===== config.mk =====
export PLATFORM = sky130hd
export DESIGN_NAME = instr_fetch_unit
export DESIGN_NICKNAME = d
export VERILOG_FILES = /design/src/rtl/riscv_pkg.sv /design/src/rtl/if_id_reg.sv /design/src/rtl/instr_fetch_unit.sv
export SDC_FILE = /design/constraint.sdc
export NUM_CORES = 1
export LEC_CHECK = 0
export BUFFER_PORTS_ARGS = -buffer_cell sky130_fd_sc_hd__buf_2
export CORE_UTILIZATION = 55
export CTS_BUF_LIST = sky130_fd_sc_hd__clkbuf_2 sky130_fd_sc_hd__clkbuf_4 sky130_fd_sc_hd__clkbuf_8
export DETAILED_ROUTE_END_ITERATION = 10
export PLACE_DENSITY = 0.78
export SYNTH_ARGS = -nofsm -noshare
export SYNTH_HDL_FRONTEND = slang
export SYNTH_HIERARCHICAL = 1
export SYNTH_SLANG_ARGS = --single-unit

===== constraint.sdc =====
create_clock -name clk -period 3.1 [get_ports clk]
set_clock_uncertainty 0.05 [all_clocks]
set_input_delay 0.62 -clock clk [delete_from_list [all_inputs] [get_ports clk]]
set_output_delay 0.62 -clock clk [all_outputs]
set_load 0.05 [all_outputs]

===== src/rtl/riscv_pkg.sv =====
// riscv_pkg: shared types and constants for the RISC-V pipeline front end.
package riscv_pkg;
  localparam int XLEN = 32;
  localparam logic [31:0] NOP_INSTR = 32'h0000_0013;
  typedef enum logic [1:0] {FETCH, HOLD, DISCARD} fetch_state_t;
  typedef struct packed {
    logic [XLEN-1:0] pc;
    logic [XLEN-1:0] pc4;
    logic [31:0]     instr;
    logic            valid;
  } if_id_t;
  localparam if_id_t IF_ID_RST = '{pc: '0, pc4: 32'd4, instr: NOP_INSTR, valid: 1'b0};
endpackage


===== src/rtl/if_id_reg.sv =====
// if_id_reg: IF/ID pipeline register with load, flush-to-bubble and hold.
module if_id_reg
  import riscv_pkg::*;
(
  input  logic   clk,
  input  logic   rst_n,
  input  logic   load,
  input  logic   flush,
  input  if_id_t d,
  output if_id_t q
);
  // A bubble keeps the old pc so downstream hazard logic sees a stable address.
  always_ff @(posedge clk or negedge rst_n)
    if (!rst_n) q <= IF_ID_RST;
    else if (flush) q <= '{pc: q.pc, pc4: q.pc4, instr: NOP_INSTR, valid: 1'b0};
    else if (load) q <= d;
endmodule


===== src/rtl/instr_fetch_unit.sv =====
// instr_fetch_unit: IF stage owning the PC, the imem handshake and a one-entry skid.
module instr_fetch_unit
  import riscv_pkg::*;
#(
  parameter int              XLEN     = 32,
  parameter logic [XLEN-1:0] RESET_PC = '0
) (
  input  logic            clk,
  input  logic            rst_n,
  input  logic            pc_enable,
  input  logic            busywait_IF_ID,
  input  logic            branch_taken,
  input  logic [XLEN-1:0] branch_target,
  output logic            imem_req,
  output logic [XLEN-1:0] imem_addr,
  input  logic [31:0]     imem_rdata,
  input  logic            imem_valid,
  output logic [XLEN-1:0] if_id_pc,
  output logic [XLEN-1:0] if_id_pc4,
  output logic [31:0]     if_id_instr,
  output logic            if_id_valid
);
  fetch_state_t    r_state, w_nstate;
  logic [XLEN-1:0] r_pc, r_req_addr, r_skid_pc;
  logic [31:0]     r_skid_instr;
  logic [XLEN-1:0] w_npc, w_nreq, w_tgt, w_req4, w_skid4;
  logic            w_accept, w_load, w_flush, w_skid_ld;
  if_id_t          w_d, w_q;

  assign w_accept = pc_enable & ~busywait_IF_ID;
  assign w_tgt    = {branch_target[XLEN-1:2], 2'b00};
  assign w_req4   = r_req_addr + XLEN'(4);
  assign w_skid4  = r_skid_pc + XLEN'(4);
  assign imem_req  = rst_n & (r_state != HOLD);
  assign imem_addr = r_req_addr;

  always_comb begin
    w_nstate  = r_state;
    w_npc     = r_pc;
    w_nreq    = r_req_addr;
    w_load    = 1'b0;
    w_flush   = 1'b0;
    w_skid_ld = 1'b0;
    w_d       = '{pc: r_req_addr, pc4: w_req4, instr: imem_rdata, valid: 1'b1};
    if (branch_taken) begin
      w_flush = 1'b1;
      w_npc   = w_tgt;
      // An outstanding request must complete at its original address before retargeting.
      case (r_state)
        FETCH:   if (imem_valid) w_nreq = w_tgt; else w_nstate = DISCARD;
        HOLD:    begin w_nreq = w_tgt; w_nstate = FETCH; end
        default: if (imem_valid) begin w_nreq = w_tgt; w_nstate = FETCH; end
      endcase
    end else begin
      case (r_state)
        FETCH: begin
          w_load    = imem_valid & w_accept;
          w_flush   = ~imem_valid & w_accept;
          w_skid_ld = imem_valid & ~w_accept;
          w_npc     = w_load ? w_req4 : r_pc;
          w_nreq    = w_load ? w_req4 : r_req_addr;
          w_nstate  = w_skid_ld ? HOLD : FETCH;
        end
        HOLD: if (w_accept) begin
          w_load   = 1'b1;
          w_d      = '{pc: r_skid_pc, pc4: w_skid4, instr: r_skid_instr, valid: 1'b1};
          w_npc    = w_skid4;
          w_nreq   = w_skid4;
          w_nstate = FETCH;
        end
        default: begin
          w_flush = w_accept;
          if (imem_valid) begin w_nreq = r_pc; w_nstate = FETCH; end
        end
      endcase
    end
  end

  always_ff @(posedge clk or negedge rst_n)
    if (!rst_n) begin
      r_state      <= FETCH;
      r_pc         <= RESET_PC;
      r_req_addr   <= RESET_PC;
      r_skid_pc    <= '0;
      r_skid_instr <= NOP_INSTR;
    end else begin
      r_state    <= w_nstate;
      r_pc       <= w_npc;
      r_req_addr <= w_nreq;
      if (w_skid_ld) begin
        r_skid_pc    <= r_req_addr;
        r_skid_instr <= imem_rdata;
      end
    end

  if_id_reg u_if_id (
    .clk   (clk),
    .rst_n (rst_n),
    .load  (w_load),
    .flush (w_flush),
    .d     (w_d),
    .q     (w_q)
  );

  assign if_id_pc    = w_q.pc;
  assign if_id_pc4   = w_q.pc4;
  assign if_id_instr = w_q.instr;
  assign if_id_valid = w_q.valid;
endmodule


==> impl_metrics.ini <==
[clocking]
cts_sinks = 227
htreeDepth = 2
postCtsSetupRepairBufs = 0
clk_pin_slew_ns = 0.06
clock_path_buffers = 3
cts_inserted_buffers = 40
cts_tree = done
clk_latency_ns = 0.55
cts.repair.resized = 0
holdBufCountCts = 0
root_buffer = clkbuf_8

[floorplanning]
die_w_um = 151
rows = 54
io_pins = 200
die_area_um2 = 22900
coreArea_um2 = 21900
die_y_um = 151
initial_core_util_pct = 56.1

[grt]
grt_usage_pct = 30.1
grt_pass1_wl_mm = 53.3
grt_pass1_vias = 10361
overflow = 0
antenna_found_initial = 1
grt_max_degree = 150

[critical_path]
startpoint_type = flip-flop
crit_required_ns = 2.43
worstPathArrival_ns = 2.22
end_kind = output port
worstSetupPathType = reg2out
critPathMaxFanout = 23

[timing]
period_share_pct = 93.2
final-max-slew-violation-count = 0
finalHoldViolCount = 0
slew_headroom_pct = 17.6
period_needed_ns = 2.89
tightest_slew_ns = 1.23
fin_setup_tns_ns = 0
rsz0062_at_grt = no
timing.fmax_ghz = 0.346
setup_viol = 0

[synthesis]
yosysWarnings = 6
async_reset_ff_share_pct = 100
syn_inst = 1251
synth_top_area_share_pct = 44.8
synth_area_per_cell_um2 = 9.82
synth_cell_types = 70
synth_nets = 1323
yosysTopAreaCell = dfrtp_1
synth-seq-area-share_pct = 46.3
synth_flop_cell = dfrtp_1
synthTopCellsByArea = dfrtp_1, nand2_1, mux2_4
netlist_area_um2 = 12300
synth_enable_flop_cells = 0
synth-seq-cells = 227

[drt]
drc = 0
drtIter0Drc = 824
avgRoutedWirePerCell_um = 19.4
dr.pass1.iters = 6
ant_nets = 0
drt-total-wl_mm = 34.1
num_vias = 10345
via_per_inst = 5.90

[layout]
layout_commonest_cell = nand2_1
finalCoreUtilization_pct = 65.9
area_delta_synth_final_pct = 17.4
fillers = 1770
nets = 1516
most-common-layout-cells = nand2_1, dfrtp_1, buf_2
drive_above_1_share_pct = 31.7

[power]
max-vdd-ir-drop_mv = 0.687
p_sw_share_pct = 41.2
power.density_nw_per_um2 = 822
intPower_mw = 6.98
power_frac_clock_pct = 24.5
pwr-share-seq_pct = 38.6
power.leakage_nw = 6.77
total_power_mw = 11.9
p_switching_mw = 4.88
comb_power_share_pct = 36.9

[outcome]
outcome = completed

[job]
cap_violations = 0

[placed_design]
hpwl_mm = 22.8
port_buffers = 197
gp_congestion = 0.918

[min_path]
hold_class = in2async
[metal layers]
layer  vias up  wire length [µm]  GRT usage [%]
met4         0              1110           13.5
met2       465             16000           47.4
li1       4729                 -              -
met1      5059             14100           39.2
met3        92              2850           7.29
met5         -                 0              0
[critical path, cell delays in order (launching register included)]
cell and delay, ns:
dfrtp_1 0.70, nand2b_1 0.20, buf_4 0.32, and2_1 0.18, buf_2 0.28
[Yosys cell counts, drive strengths merged, types with 4 or more instances]
master / n
buf: 27
o211ai: 8
a21oi: 60
o22a: 5
o221ai: 4
o21ai: 48
dfrtp: 220
or4: 4
and3: 10
nor3: 28
mux2: 128
inv: 11
dfstp: 7
a22oi: 17
o21a: 5
clkbuf: 63
mux2i: 42
nand2b: 12
a211o: 4
nand4: 18
nor4: 7
nor2b: 7
xnor2: 32
a2bb2oi: 5
xor2: 24
o22ai: 5
nand2: 251
and4: 4
nor2: 112
a221oi: 4
a211oi: 5
nand3: 28
[final cells by class]
class	instances	area, µm²	area share [%]
Antenna cell	2	5.00	0.0347
Clock buffer	67	828	5.74
Clock inverter	2	13.8	0.0954
Inverter	12	45.0	0.312
Multi-Input combinational cell	922	6110	42.4
Sequential cell	227	5690	39.5
Tap cell	280	350	2.43
Timing Repair Buffer	241	1380	9.54
[registers in the layout, indices dropped and copies added (netlist names)]
name / count
r_skid_pc: 32
imem_addr: 32
u_if_id/q: 97
r_pc: 32
r_state: 2
r_skid_instr: 32
[worst paths after layout]
kind	depth (start not counted)	end	start	slack, ns
min in group clk	3	r_pc[18]	branch_target[18]	0.28
hold reg to reg	1	r_pc[2]	r_pc[2]	0.45
hold / removal	2	imem_addr[0]	rst_n	0.14
setup reg to reg	7	u_if_id/q[55]	imem_addr[5]	0.45
setup / recovery	4	imem_req	r_state[1]	0.21
max in group asynchronous	2	u_if_id/q[23]	rst_n	2.02
[per-stage QoR]
stage	std cells	area, µm²	setup slack (ns)	hold slack [ns]
2_1_floorplan	1251	12300	0.500	0.274
3_3_place_gp	1682	13600	0.424	0.414
3_5_place_dp	1682	13600	0.355	0.432
4_1_cts	1751	14400	0.221	0.265
5_1_grt	1752	14400	0.0637	0.278
6_report	1753	14400	0.211	0.142
[power groups by stage]
| stage | clock network (mW) | logic, mW | registers [mW] |
|---|---|---|---|
| 2_1_floorplan | 0 | 1.90 | 5.90 |
| 3_5_place_dp | 0 | 4.36 | 4.60 |
| 5_1_grt | 3.09 | 4.65 | 4.70 |
| 6_report | 2.91 | 4.37 | 4.58 |
| 4_1_cts | 2.95 | 4.37 | 4.57 |
| 3_3_place_gp | 0 | 4.28 | 4.57 |
[kinds of logic (layout without fill, tap and decap cells)]
group	after synthesis	after routing	share of synthesized area (%)
mux	170	170	17.0
buf+inv	102	322	4.21
flops	227	227	46.3
simple gates	490	490	17.6
other cells	1	3	0.0305
fa+ha+maj	2	2	0.204
xor+xnor	56	56	3.99
compound gates	203	203	10.6
(Power assumes the default switching activity.)
